**src/rtl/tone_direction_decoder.sv**
```systemverilog
// Tone direction decoder: measures rising-edge rates of five band-pass
// comparator channels over fixed windows, classifies each window, and turns a
// persistent single-direction tone (with the bp5 beacon) into a junction
// command for the drive state machine.
//
// Handshake: tdEn is a level "command valid"; tdDir is stable whenever tdEn=1
// and only changes on the cycle tdEn rises, which is also the one cycle
// tdStrobe is high. There is no ready/back-pressure: the consumer samples.
module tone_direction_decoder #(
  parameter int WINDOW_CYCLES   = 500_000,
  parameter int MIN_EDGES       = 8,
  parameter int MAX_EDGES       = 200,
  parameter int CONFIRM_WINDOWS = 3,
  parameter int HOLD_WINDOWS    = 2
) (
  input  logic       clk,
  input  logic       rstN,
  input  logic       bp1,
  input  logic       bp2,
  input  logic       bp3,
  input  logic       bp4,
  input  logic       bp5,
  output logic       tdEn,
  output logic [1:0] tdDir,
  output logic       tdStrobe,
  output logic [4:0] tdChan
);

  localparam int WCW = (WINDOW_CYCLES > 2) ? $clog2(WINDOW_CYCLES) : 1;
  localparam int CCW = $clog2(CONFIRM_WINDOWS + 1);
  localparam int HCW = $clog2(HOLD_WINDOWS + 1);
  localparam logic [WCW-1:0] WIN_LAST = WCW'(WINDOW_CYCLES - 1);

  typedef enum logic [1:0] {
    ST_IDLE    = 2'd0,
    ST_CONFIRM = 2'd1,
    ST_LOCKED  = 2'd2
  } state_t;

  logic [4:0]       w_bp;
  logic [4:0]       r_sync1;
  logic [4:0]       r_sync2;
  logic [4:0]       r_prev;
  logic [4:0]       r_edge;
  logic [WCW-1:0]   r_win_cnt;
  logic             w_win_end;
  logic [4:0][9:0]  r_cnt;
  logic [4:0][9:0]  w_cnt_next;
  logic [4:0]       w_active;
  logic [2:0]       w_dir_cnt;
  logic             w_valid;
  logic             w_conflict;
  logic [1:0]       w_code;

  state_t           r_state;
  state_t           w_state_next;
  logic [1:0]       r_cand;
  logic [1:0]       w_cand_next;
  logic [CCW-1:0]   r_confirm;
  logic [CCW-1:0]   w_confirm_next;
  logic [HCW-1:0]   r_miss;
  logic [HCW-1:0]   w_miss_next;
  logic             r_en;
  logic             w_en_next;
  logic [1:0]       r_dir;
  logic [1:0]       w_dir_next;
  logic             r_strobe;
  logic             w_strobe_next;
  logic [4:0]       r_chan;

  assign w_bp = {bp5, bp4, bp3, bp2, bp1};

  // Two-flop synchronizer per channel followed by a registered rising-edge detect.
  always_ff @(posedge clk) begin
    if (!rstN) begin
      r_sync1 <= '0;
      r_sync2 <= '0;
      r_prev  <= '0;
      r_edge  <= '0;
    end else begin
      r_sync1 <= w_bp;
      r_sync2 <= r_sync1;
      r_prev  <= r_sync2;
      r_edge  <= r_sync2 & ~r_prev;
    end
  end

  assign w_win_end = (r_win_cnt == WIN_LAST);

  // Free-running window counter, 0..WINDOW_CYCLES-1.
  always_ff @(posedge clk) begin
    if (!rstN) begin
      r_win_cnt <= '0;
    end else if (w_win_end) begin
      r_win_cnt <= '0;
    end else begin
      r_win_cnt <= r_win_cnt + WCW'(1);
    end
  end

  // Saturating edge count including this cycle's edge, and the activity test on it.
  always_comb begin
    for (int i = 0; i < 5; i++) begin
      w_cnt_next[i] = r_cnt[i];
      if (r_edge[i] && (r_cnt[i] != 10'h3FF)) begin
        w_cnt_next[i] = r_cnt[i] + 10'd1;
      end
      w_active[i] = (w_cnt_next[i] >= 10'(MIN_EDGES)) &&
                    (w_cnt_next[i] <= 10'(MAX_EDGES));
    end
  end

  // Edge counters; cleared at window end so the next window starts from zero.
  always_ff @(posedge clk) begin
    if (!rstN) begin
      r_cnt <= '0;
    end else if (w_win_end) begin
      r_cnt <= '0;
    end else begin
      r_cnt <= w_cnt_next;
    end
  end

  // Window classification: beacon plus exactly one direction tone is valid.
  always_comb begin
    w_dir_cnt  = {2'b00, w_active[0]} + {2'b00, w_active[1]} +
                 {2'b00, w_active[2]} + {2'b00, w_active[3]};
    w_valid    = w_active[4] && (w_dir_cnt == 3'd1);
    w_conflict = w_active[4] && (w_dir_cnt >= 3'd2);
    case (w_active[3:0])
      4'b0010: w_code = 2'b01;
      4'b0100: w_code = 2'b10;
      4'b1000: w_code = 2'b11;
      default: w_code = 2'b00;
    endcase
  end

  // Next-state and next-output logic; only window-end cycles move the FSM.
  always_comb begin
    w_state_next   = r_state;
    w_cand_next    = r_cand;
    w_confirm_next = r_confirm;
    w_miss_next    = r_miss;
    w_en_next      = r_en;
    w_dir_next     = r_dir;
    if (w_win_end) begin
      case (r_state)
        ST_IDLE: begin
          if (w_valid) begin
            w_cand_next    = w_code;
            w_confirm_next = CCW'(1);
            if (CONFIRM_WINDOWS == 1) begin
              w_state_next = ST_LOCKED;
              w_en_next    = 1'b1;
              w_dir_next   = w_code;
              w_miss_next  = '0;
            end else begin
              w_state_next = ST_CONFIRM;
            end
          end
        end
        ST_CONFIRM: begin
          if (w_valid) begin
            if (w_code == r_cand) begin
              if ((int'(r_confirm) + 1) >= CONFIRM_WINDOWS) begin
                w_state_next   = ST_LOCKED;
                w_en_next      = 1'b1;
                w_dir_next     = r_cand;
                w_miss_next    = '0;
                w_confirm_next = '0;
              end else begin
                w_confirm_next = r_confirm + CCW'(1);
              end
            end else begin
              w_cand_next    = w_code;
              w_confirm_next = CCW'(1);
            end
          end else begin
            w_state_next   = ST_IDLE;
            w_confirm_next = '0;
          end
        end
        ST_LOCKED: begin
          if (w_conflict) begin
            w_state_next = ST_IDLE;
            w_en_next    = 1'b0;
            w_miss_next  = '0;
          end else if (w_valid && (w_code == r_dir)) begin
            w_miss_next = '0;
          end else if (w_valid) begin
            // New direction: drop the command but keep tdDir until the next lock.
            w_state_next   = ST_CONFIRM;
            w_cand_next    = w_code;
            w_confirm_next = CCW'(1);
            w_en_next      = 1'b0;
            w_miss_next    = '0;
          end else if ((int'(r_miss) + 1) >= HOLD_WINDOWS) begin
            w_state_next = ST_IDLE;
            w_en_next    = 1'b0;
            w_miss_next  = '0;
          end else begin
            w_miss_next = r_miss + HCW'(1);
          end
        end
        default: begin
          w_state_next = ST_IDLE;
          w_en_next    = 1'b0;
        end
      endcase
    end
    w_strobe_next = w_en_next & ~r_en;
  end

  // FSM state and registered outputs.
  always_ff @(posedge clk) begin
    if (!rstN) begin
      r_state   <= ST_IDLE;
      r_cand    <= '0;
      r_confirm <= '0;
      r_miss    <= '0;
      r_en      <= 1'b0;
      r_dir     <= '0;
      r_strobe  <= 1'b0;
      r_chan    <= '0;
    end else begin
      r_state   <= w_state_next;
      r_cand    <= w_cand_next;
      r_confirm <= w_confirm_next;
      r_miss    <= w_miss_next;
      r_en      <= w_en_next;
      r_dir     <= w_dir_next;
      r_strobe  <= w_strobe_next;
      if (w_win_end) begin
        r_chan <= w_active;
      end
    end
  end

  assign tdEn     = r_en;
  assign tdDir    = r_dir;
  assign tdStrobe = r_strobe;
  assign tdChan   = r_chan;

endmodule

```
**config.mk**
```make
export PLATFORM = sky130hd
export DESIGN_NAME = tone_direction_decoder
export DESIGN_NICKNAME = d
export VERILOG_FILES = /design/src/rtl/tone_direction_decoder.sv
export SDC_FILE = /design/constraint.sdc
export NUM_CORES = 1
export LEC_CHECK = 0
export ABC_AREA = 1
export CAP_MARGIN = 0
export CORE_MARGIN = 5
export CORE_UTILIZATION = 29
export DETAILED_ROUTE_END_ITERATION = 10
export SLEW_MARGIN = 20
export SYNTH_ARGS = -nofsm -noshare
export SYNTH_HDL_FRONTEND = slang
export SYNTH_SLANG_ARGS = --single-unit
```
**constraint.sdc**
```tcl
create_clock -name clk -period 6.8 [get_ports clk]
set_clock_uncertainty 0.15 [all_clocks]
set_input_delay 1.02 -clock clk [delete_from_list [all_inputs] [get_ports clk]]
set_output_delay 1.02 -clock clk [all_outputs]
set_load 0.1 [all_outputs]
```
==> results.toml, run 1 <==
[cells_and_area]
final_cell_mix = "179 x nand2_1, 132 x inv_1, 116 x nor2_1"
final_cell_area_sq_mm = 0.006396
mostFrequentLayoutCell = "nand2_1"
layout.nets = 857
syn_to_final_growth_pct = 12.52
fin_util = 0.3297
diodes = 0
drive_gt1_frac = 0.09631

[grt]
grt_pass1_wl_um = 19310
grt_start_max_net_pins = 50
grt_usage = 0.1043
grt_pass1_vias = 4380
antenna_found_initial = 0
overflow = 0

[routing]
wire_per_inst_um = 10.08
wl_um = 11140
drc = 0
routed_via_density = 4.249
vias = 4699
ant_nets = 0
detail_route.iter0.violations = 339
dr.pass1.iters = 4

[synth]
syn_avg_cell_area_sq_um = 6.924
synthFlopType = "dfxtp_1"
synth_seq_cells = 106
syn_inst = 821
yosysSeqAreaShare = 0.3733
yosysTopAreaCell = "dfxtp_1"
synth_top_area_share = 0.3733
ys_async_sr_fraction = 0
syn_area_sq_mm = 0.005684
yosys-top-cells-area = "dfxtp_1 37%, nand2_1 12%, inv_1 8.7%"
syn-num-nets = 842
synth_cell_type_count = 43
synth-edff-count = 0
ys_warn_count = 0

[worst_setup_path]
crit_path_end_kind = "register"
cp_max_fo = 6
crit_buf_inv = 3
critical_path.top_delay_family = "simple AND/OR/NAND/NOR gates"
path_cells = "ha_1, nand3_1, nor3_1, nand3_1, and2_1, nand4_1, nor2_1, nand2_1, xor2_1, nand2_1, a41oi_1, nand2_1, inv_1, fa_1, ha_1, inv_1, ha_1, nor3_1, nand2_2, inv_2, nor2_1, nor3_2, nand3_1, and3_1"
cp-start-kind = "register"
criticalPathCategory = "reg2reg"
critPathRequiredTime_ns = 6.90
crit_arrival_ns = 4.58
cp_slowest_cell = "fa_1"
slowest_delay_ns = 0.42

[clocking]
cts_max_level = 3
cts_resized = 0
cts-hold-fix-buffers = 0
insertion_delay_ns = 0.35
clkSinkCount = 106
clk_pin_slew_ns = 0.07
clock-root-buffer = "clkbuf_16"
cts_tree = "done"
cts_buffers = 9
cts_buffer_depth = 2
cts_setup_buffers = 0

[sta]
slew-limit-headroom = 0.3283
fmax_mhz = 223.0
tns_ns = 0
period_needed_ns = 4.485
rsz0062_at_grt = "false"
setup_viol = 0
worst_pin_slew_ns = 1.004
fin_crit_sh = 0.6595
hold_viol = 0
slew_viol_final = 0
finalWorstSetupSlack_ns = 2.315

[place]
globalplace.congestion = 0.7795
port_buffers = 15
place_ws_ns = 2.311
hpwl_um = 8390
placed_area_sq_mm = 0.006103

[power]
power_density_mw_per_mm2 = 188.7
cellLeakagePower_uw = 0.002801
finalPower_uw = 1207
ir_drop_mv = 0.1276

[floorplanning]
ios = 16
core_sq_mm = 0.01940
die_y_um = 150
initial_core_util = 0.2930
fp-row-count = 51
die_w_um = 150
dieArea_sq_mm = 0.02250

[run_status]
run_status = "completed"

[flow_run]
drv_cap = 0

[hold_path]
hold_path_class = "reg2reg"
## logic make-up (layout without fill, tap and decap cells)
logic type,count (synthesis),count (layout),synth area share
simple gates,448,448,0.3696
buf+inv,153,173,0.1072
flops,106,106,0.3733
compound gates,62,62,0.05745
xor+xnor,36,36,0.05679
fa+ha+maj,14,14,0.03214
mux,2,2,0.003522
## state kept, by name, summed over array words and instances, names as in the netlist
signal / flops
tdDir: 2
r_state: 2
r_miss: 2
tdChan: 5
r_cand: 2
r_win_cnt: 19
tdEn: 1
r_edge: 5
tdStrobe: 1
r_prev: 5
r_sync1: 5
r_cnt: 50
r_confirm: 2
r_sync2: 5
## routing by layer
| metal | track usage | wire length (um) | vias to the layer above |
|---|---|---|---|
| met3 | 0.02120 | 315 | 20 |
| met1 | 0.1328 | 5597 | 2055 |
| met5 | 0 | 0 | - |
| met2 | 0.1710 | 4997 | 45 |
| li1 | - | - | 2579 |
| met4 | 0.04529 | 232 | 0 |
## cells in the mapped netlist, types with 2 or more instances
cell type	number
o21ai_1	7
nand2_1	179
nor2_1	117
ha_1	13
nand3b_1	8
nor2_2	12
clkbuf_1	9
nand3_4	3
nor2_4	3
dfxtp_1	106
nor3_2	2
nand2_2	24
xor2_1	26
mux2i_1	2
nand3_1	47
o21ai_0	24
nor4_1	4
a21oi_1	26
nand4_1	16
nor3_1	16
inv_1	132
nand3_2	6
nor3b_1	3
inv_2	6
xnor2_1	9
buf_6	3
nand2_4	2
## final cells by class
type / count / area (sq um)
timing repair buffer: 18 / 172.7
fill: 2129 / 13000
multi-input combinational: 562 / 2955
sequential: 106 / 2122
clock buffer: 9 / 225.2
clock inverter: 7 / 67.56
tap: 265 / 331.6
inverter: 139 / 521.8
## report_power, final
part / switching, uW / total (uW) / leakage, uW / internal (uW)
Combinational: 41.8 / 64.5 / 0.00180 / 22.8
Clock: 251 / 509 / 0.000140 / 258
Sequential: 5.26 / 634 / 0.000858 / 628
## stage by stage
stage / hold WS, ns / cells
2_1_floorplan: 0.2180 / 821
3_3_place_gp: 0.2210 / 1090
3_5_place_dp: 0.2262 / 1090
4_1_cts: 0.2364 / 1106
5_1_grt: 0.2493 / 1106
6_report: 0.2337 / 1106
## final timing paths
| kind | start | to | slack [ns] | cells past startpoint |
|---|---|---|---|---|
| worst max-delay path | r_cnt[0] | r_miss[0] | 2.32 | 24 |
| worst min-delay path | r_prev[3] | r_edge[3] | 0.23 | 1 |
| worst max register to register | r_cnt[0] | r_miss[0] | 2.32 | 24 |
| worst min register to register | r_prev[3] | r_edge[3] | 0.23 | 1 |
(Power assumes the default switching activity.)
==> inputs of run 2 (changes only) <==
- clock period: 6.8 -> 4.67 ns (I/O delays scaled with it)
==> results.toml, run 2 (synthesis gave the netlist of run 1 again) <==
[run_status]
run_status = "completed"

[power]
seqPwrFrac = 0.535
cellLeakagePower_uw = 0.002813
clock_power_share = 0.410
ir_drop_mv = 0.2776
p_int_uw = 1315
switching_share = 0.2377
power_density_mw_per_mm2 = 269.4
comb_power_share = 0.055
power_switching_uw = 410.3

[cells_and_area]
largest_reg_flops = 50
top_regs = "r_cnt: 50 flops, r_win_cnt: 19 flops"
drive_gt1_frac = 0.1044
diodes = 0
top_register = "r_cnt"
fin_util = 0.3302
layout.nets = 859
final_cell_mix = "178 x nand2_1, 132 x inv_1, 115 x nor2_1"
mostFrequentLayoutCell = "nand2_1"
fillCellCount = 2123
multi_input_area_sq_mm = 0.002972
seq_area_sq_mm = 0.002125
syn_to_final_growth_pct = 12.70

[worst_setup_path]
cp_max_fo = 6
crit_path_end_kind = "register"
critical_path.top_delay_family = "simple AND/OR/NAND/NOR gates"
r2r_start = "r_cnt[0]"
crit_arrival_ns = 4.35
cp_slowest_cell = "fa_1"
crit_buf_inv = 3
path_depth = 22
r2r-end = "r_miss[0]"
worstSetupEndpoint = "r_miss[0]"
startpoint = "r_cnt[0]"
r2r_setup_slack_ns = 0.42
reg2regPathDepth = 22
slowest_delay_ns = 0.48
path_cells = "ha_1, nand3_1, nor3_2, nand3_1, and2_2, nand4_1, nor3_1, xor2_1, a41oi_1, nand2_1, inv_1, fa_1, ha_1, inv_1, ha_1, nor3_2, nand2_2, inv_2, nor2_1, nor3_2, nand3_1, and3_1"
criticalPathCategory = "reg2reg"
cp-start-kind = "register"
critPathRequiredTime_ns = 4.77

[flow_run]
drv_cap = 0

[floorplanning]
fp-row-count = 51
core_sq_mm = 0.01940
die_y_um = 150
dieArea_sq_mm = 0.02250
ios = 16
initial_core_util = 0.2930
die_w_um = 150

[grt]
grt_pass1_wl_um = 19450
grt_pass1_vias = 4345
grt_usage = 0.1048
top_usage_layer = "met2"
grt.met1_usage = 0.1400
gr-usage-met2 = 0.1663
overflow = 0
globalRouteMet3Util = 0.02786
grt_start_max_net_pins = 28
antenna_found_initial = 0

[sta]
fmax_mhz = 235.5
hold_slack_ns = 0.2315
slew-limit-headroom = 0.3362
slew_viol_final = 0
fin_crit_sh = 0.9094
hold_viol = 0
setup_viol = 0
period_needed_ns = 4.247
tns_ns = 0
worst_pin_slew_ns = 0.9926
finalWorstSetupSlack_ns = 0.4230

[routing]
ant_nets = 0
routed_via_density = 4.198
dr.pass1.iters = 4
vias = 4651
wire_per_inst_um = 9.927
drc = 0
wl_um = 11000
detail_route.iter0.violations = 209

[hold_path]
hp-start = "r_prev[2]"
hold_path_class = "reg2reg"

[clocking]
cts_buffer_depth = 2
clock-root-buffer = "clkbuf_16"
cts_max_level = 3
insertion_delay_ns = 0.35
cts_tree = "done"
clk_pin_slew_ns = 0.07
cts_buffers = 9
clkSinkCount = 106
cts_setup_buffers = 0

[place]
hpwl_um = 8198
place_ws_ns = 0.2626
port_buffers = 15
globalplace.congestion = 0.7901
## run 2: cell count changes in the layout (fill, tap and decap cells not counted), moves of 2 or more
cell      before  now
clkinv_2       0    2
nor3_2         2    4
buf_4          3    5
dfxtp_1      106  104
nor3_1        16   14
dfxtp_2        0    2
clkbuf_1       0    2
## run 2: area by class of cell
type | instances | share of cell area
clock inverter | 5 | 0.005664
timing repair buffer | 20 | 0.02930
multi-input combinational | 562 | 0.4639
inverter | 139 | 0.08145
tap | 265 | 0.05176
clock buffer | 11 | 0.03633
sequential | 106 | 0.3316
## run 2: layer usage
metal  wire length [um]  share of wire
met1               5682           0.52
met2               4883           0.44
met3                316          0.029
met4                116          0.011
met5                  0              0
## run 2: metrics by stage
step	std cells	total power, uW	cell area, sq um
2_1_floorplan	821	1016	5684
3_3_place_gp	1092	1039	6118
3_5_place_dp	1092	1039	6118
4_1_cts	1108	1756	6387
5_1_grt	1108	1810	6406
6_report	1108	1726	6406
## run 2: power groups by stage
| stage | registers [uW] | logic [uW] | clock network, uW |
|---|---|---|---|
| 2_1_floorplan | 942 | 73.9 | 0 |
| 3_3_place_gp | 943 | 95.5 | 0 |
| 3_5_place_dp | 943 | 95.4 | 0 |
| 4_1_cts | 922 | 96.0 | 738 |
| 5_1_grt | 924 | 109 | 777 |
| 6_report | 923 | 95.0 | 708 |
## run 2: repair_timing
action,CTS,global route
hold endpoints to repair,0,0
setup endpoints to repair,0,12
resized for setup,0,7
hold buffers,0,0
## run 2: worst min-delay path by stage
stage	end	slack [ns]	depth (start not counted)
global placement	r_edge[2]	0.22	1
global route	r_edge[4]	0.24	1
floorplan	r_edge[0]	0.22	1
finish	r_edge[2]	0.23	1
CTS	r_edge[2]	0.24	1
detailed placement	r_edge[4]	0.22	1
==> inputs of run 3 (changes only) <==
- CTS_BUF_LIST: not set -> sky130_fd_sc_hd__clkbuf_4 sky130_fd_sc_hd__clkbuf_8
- CTS_CLUSTER_SIZE: not set -> 28
- SKIP_LAST_GASP: not set -> 1
==> results.toml, run 3 (synthesis gave the netlist of run 1 again) <==
[place]
hpwl_um = 8198
globalplace.congestion = 0.7901
place_ws_ns = 0.2626
dpl.cell_count = 1092
port_buffers = 15

[floorplanning]
ios = 16
fp-row-count = 51
die_y_um = 150
core_sq_mm = 0.01940
die_w_um = 150
initial_core_util = 0.2930
dieArea_sq_mm = 0.02250

[cells_and_area]
syn_to_final_growth_pct = 11.18
diodes = 0
layout.nets = 860
seq_area_sq_mm = 0.002125
final_cell_mix = "178 x nand2_1, 132 x inv_1, 115 x nor2_1"
fillCellCount = 2132
top_regs = "r_cnt: 50 flops, r_win_cnt: 19 flops"
multi_input_area_sq_mm = 0.002972
fin_cells = 1109
largest_reg_flops = 50
drive_gt1_frac = 0.1078
mostFrequentLayoutCell = "nand2_1"
top_register = "r_cnt"

[sta]
hold_viol = 0
worst_pin_slew_ns = 0.9927
period_needed_ns = 4.296
fin_crit_sh = 0.9198
fmax_mhz = 232.8
hold_slack_ns = 0.2359
slew_viol_final = 0
slew-limit-headroom = 0.3361
setup_viol = 0
finalWorstSetupSlack_ns = 0.3744

[worst_setup_path]
crit_path_end_kind = "register"
criticalPathCategory = "reg2reg"
crit_arrival_ns = 4.43
critPathRequiredTime_ns = 4.80
cp-start-kind = "register"
cp_max_fo = 6

[power]
comb_power_share = 0.061
ir_drop_mv = 0.1750
cellLeakagePower_uw = 0.002778
finalPower_uw = 1545
p_int_uw = 1160
seqPwrFrac = 0.597
switching_share = 0.2494
power_density_mw_per_mm2 = 244.5
clock_power_share = 0.341
power_switching_uw = 385.4

[clocking]
cts_tree = "done"
cts-hold-fix-buffers = 0
cts_max_level = 3
cts_buffers = 9
insertion_delay_ns = 0.37
cts_buffer_depth = 2
clock-root-buffer = "clkbuf_8"
clkSinkCount = 106
clk_pin_slew_ns = 0.10

[routing]
drc = 0
vias = 4657
ant_nets = 0
dr.pass1.iters = 4
routed_via_density = 4.199
wire_per_inst_um = 9.964
detail_route.iter0.violations = 217
wl_um = 11050

[grt]
antenna_found_initial = 0
grt_start_max_net_pins = 28
grt_usage = 0.1049
grt_pass1_wl_um = 19460
grt_pass1_vias = 4332
overflow = 0

[run_status]
run_status = "completed"

[flow_run]
drv_cap = 0

[hold_path]
hold_path_class = "reg2reg"
-- run 3: power groups by stage --
stage	registers [uW]	clock network [uW]	logic, uW
detailed placement	943	0	95.4
finish	923	528	94.9
CTS	923	557	95.9
global placement	943	0	95.5
global route	925	597	109
floorplan	942	0	73.9
-- run 3: what timing repair did --
action | in CTS | in global routing
setup endpoints to repair | 0 | 12
setup buffers | 0 | 1
gates resized for setup | 0 | 7
-- run 3: critical path: stages, from the launching register on --
cell and delay (ns):
dfxtp_1 0.39, ha_1 0.18, nand3_1 0.12, nor3_2 0.18
nand3_1 0.08, and2_2 0.22, nand4_1 0.16, nor2_2 0.07
nand2_1 0.07, xor2_1 0.18, nand2_1 0.08, a41oi_1 0.19
nand2_1 0.16, inv_1 0.10, fa_1 0.41, ha_1 0.21
inv_1 0.06, ha_1 0.23, nor3_2 0.22, nand2_2 0.14
inv_2 0.11, nor2_1 0.06, nor3_2 0.17, nand3_1 0.09
and3_1 0.17
-- run 3: final cells by class --
type,instances,share of cell area
well taps,265,0.05246
flip-flops and latches,106,0.3362
multi-input cells,562,0.4702
inverters,139,0.08256
clock inverters,5,0.005741
clock buffers,11,0.02198
repair buffers,21,0.03088
-- run 3: per-layer routing --
metal,up-vias,share of wire,global-route usage
li1,2585,-,-
met1,2024,0.51,0.1404
met2,34,0.45,0.1660
met3,14,0.023,0.02059
met4,0,0.017,0.04163
met5,-,0,0
-- run 3: final timing paths --
| kind | start | end | slack (ns) | depth (start not counted) |
|---|---|---|---|---|
| worst max-delay path | r_cnt[0] | r_miss[0] | 0.37 | 24 |
| worst min register to register | r_prev[2] | r_edge[2] | 0.24 | 1 |
| worst max register to register | r_cnt[0] | r_miss[0] | 0.37 | 24 |
| worst min-delay path | r_prev[2] | r_edge[2] | 0.24 | 1 |
-- run 3: stage by stage --
stage            util  setup TNS [ns]  instance area, sq um
4_1_cts        0.3244               0                  6294
3_3_place_gp   0.3154               0                  6118
6_report       0.3258               0                  6320
5_1_grt        0.3258         -0.3342                  6320
2_1_floorplan       -               0                  5684
3_5_place_dp   0.3154               0                  6118
==> patch, RTL diff (config.mk and constraints of run 2) <==
Re-encode `state_t` (3 states) as one-hot, 3 bits wide.
--- a/src/rtl/tone_direction_decoder.sv
+++ b/src/rtl/tone_direction_decoder.sv
@@ -32,8 +32,8 @@
   localparam logic [WCW-1:0] WIN_LAST = WCW'(WINDOW_CYCLES - 1);
 
-  typedef enum logic [1:0] {
-    ST_IDLE    = 2'd0,
-    ST_CONFIRM = 2'd1,
-    ST_LOCKED  = 2'd2
+  typedef enum logic [2:0] {
+    ST_IDLE    = 3'b001,
+    ST_CONFIRM = 3'b010,
+    ST_LOCKED  = 3'b100
   } state_t;
 
Behaviour: same outputs for any inputs over 10 cycles, from zero or initial values and one cycle with rstN low; not proved beyond that.
==> patch against run 2 <==
  * Non-clock buffer count is 12 higher
  * Sequential power is 1% higher
  * Area after synthesis is 3.0% lower
  * First-iteration DRC count is 22% lower
  * Cell area is 0.27% lower
  * Global-route usage is 0.20 points higher
  * Setup slack worse by 0.18 ns
  * Power is 3.1% higher
  * Sequential cell count is 1 higher
  * Wire length is 5.5% higher
  * Fmax is 4.0% lower
  * Critical path type unchanged
==> patch: results <==
group,metric,value,unit
outcome,outcome,"complete, no violations",
min_path,hp-start,"r_prev[3]",
setup_path,reg2regPathDepth,28,
logic_synthesis,yosysUniqueCellTypes,39,
routing,wl_per_cell,10.8,um
layout,largestRegisters,"r_cnt (50), r_win_cnt (19)",
pwr,sw_frac_of_total,0.236,
logic_synthesis,synth_commonest_cells,"189 x nand2_1, 124 x inv_1, 120 x nor2_1, 107 x dfxtp_1, 49 x nand3_1",
logic_synthesis,synth_area_leaders,"dfxtp_1 39%, nand2_1 13%, inv_1 8.4%",
setup_path,arrival,4.52,ns
global_routing,grt_use_total,0.107,
routing,dr.pass1.iters,4,
cts,clk_pin_slew,0.07,ns
setup_path,r2r_slack,0.24,ns
cts,numCtsBuffers,9,
layout,nets,851,
setup_path,r2r_end,"r_state[2]",
pwr,leakage,2.80,nW
global_routing,grt.busiest_layer,"met2",
global_routing,grt_use_met2,0.171,
cts,root_buffer,"clkbuf_16",
routing,vias,4762,
placement,hpwl,8210,um
layout,drive_gt1_frac,0.104,
global_routing,grt_pass1_vias,4250,
global_routing,grt_start_max_net_pins,37,
min_path,whs_path_depth,1,
global_routing,grt_pass1_wl,19500,um
setup_path,crit_path_max_fanout,7,
routing,dr.first_iter.drc_count,163,
timing,whs,0.227,ns
global_routing,met1_usage,0.145,
logic_synthesis,synth_seq_area_share,0.388,
setup_path,r2r-start,"r_cnt[1]",
timing,slew_headroom,0.334,
pwr,peakVddDrop,0.000205,V
global_routing,met3_usage,0.0224,
logic_synthesis,syn_nets,822,
setup_path,critPathMaxStageDelay,0.42,ns
min_path,hold_end,"r_edge[3]",
setup_path,cp-start-kind,"flip-flop",
cts,cts.path.max_buffers,2,
min_path,hold_path_class,"flip-flop to flip-flop",
placement,routabilityCongestion,0.836,
layout,fillers,1928,
layout,diodes,0,
==> patch: layer usage <==
layer | vias to the layer above | routed length, um
met4 | 0 | 220
met5 | - | 0
met2 | 59 | 5230
met3 | 17 | 420
met1 | 2116 | 5730
li1 | 2570 | -
==> patch: metrics by stage <==
stage               setup WS, ns   util  area, um2  std cells
floorplan                  0.149      -       5520        802
global placement          0.0855  0.319       5960       1046
detailed placement        0.0468  0.319       5960       1046
CTS                       0.0146  0.334       6250       1062
global route              -0.158  0.342       6390       1070
finish                     0.245  0.342       6390       1070
==> patch: cell families after synthesis <==
| logic type | share of synthesized area |
|---|---|
| adders and majority gates | 0.0309 |
| buffers and inverters | 0.0987 |
| and+or+nand+nor | 0.365 |
| muxes | 0.00544 |
| DFF | 0.388 |
| xor gates and xnor gates | 0.0569 |
| AOI/OAI and AO/OA | 0.0545 |
==> patch: critical path: cells and delay by family, from the launching register on <==
family	cells	cell delay (ns)
and+or+nand+nor	18	2.07
adders and majority gates	4	0.97
DFF	1	0.36
buffers and inverters	4	0.36
xor gates and xnor gates	1	0.21
AOI/OAI and AO/OA	1	0.18
==> patch: worst max path at each step <==
stage                       to  cells after the start
floorplan           r_state[1]                     27
global placement    r_state[2]                     28
detailed placement  r_state[2]                     28
CTS                 r_state[2]                     28
global route        r_state[1]                     28
finish              r_state[2]                     28
==> patch: cell type report <==
class / instances / area share
Clock buffer: 13 / 0.0407
Multi-Input combinational cell: 553 / 0.455
Clock inverter: 3 / 0.00333
Timing Repair Buffer: 32 / 0.0435
Inverter: 128 / 0.0756
Tap cell: 234 / 0.0458
Sequential cell: 107 / 0.336
==> patch: power groups by stage <==
stage | registers [mW] | logic [mW] | clock network [mW]
5_1_grt | 0.934 | 0.134 | 0.796
4_1_cts | 0.932 | 0.114 | 0.756
6_report | 0.932 | 0.117 | 0.730
3_3_place_gp | 0.954 | 0.113 | 0
2_1_floorplan | 0.951 | 0.0823 | 0
3_5_place_dp | 0.954 | 0.113 | 0
==> patch: timing repair <==
| item | 4_1_cts | 5_1_grt |
|---|---|---|
| gates resized for setup | 0 | 25 |
| setup endpoints to repair | 0 | 13 |
| buffers inserted | 0 | 8 |
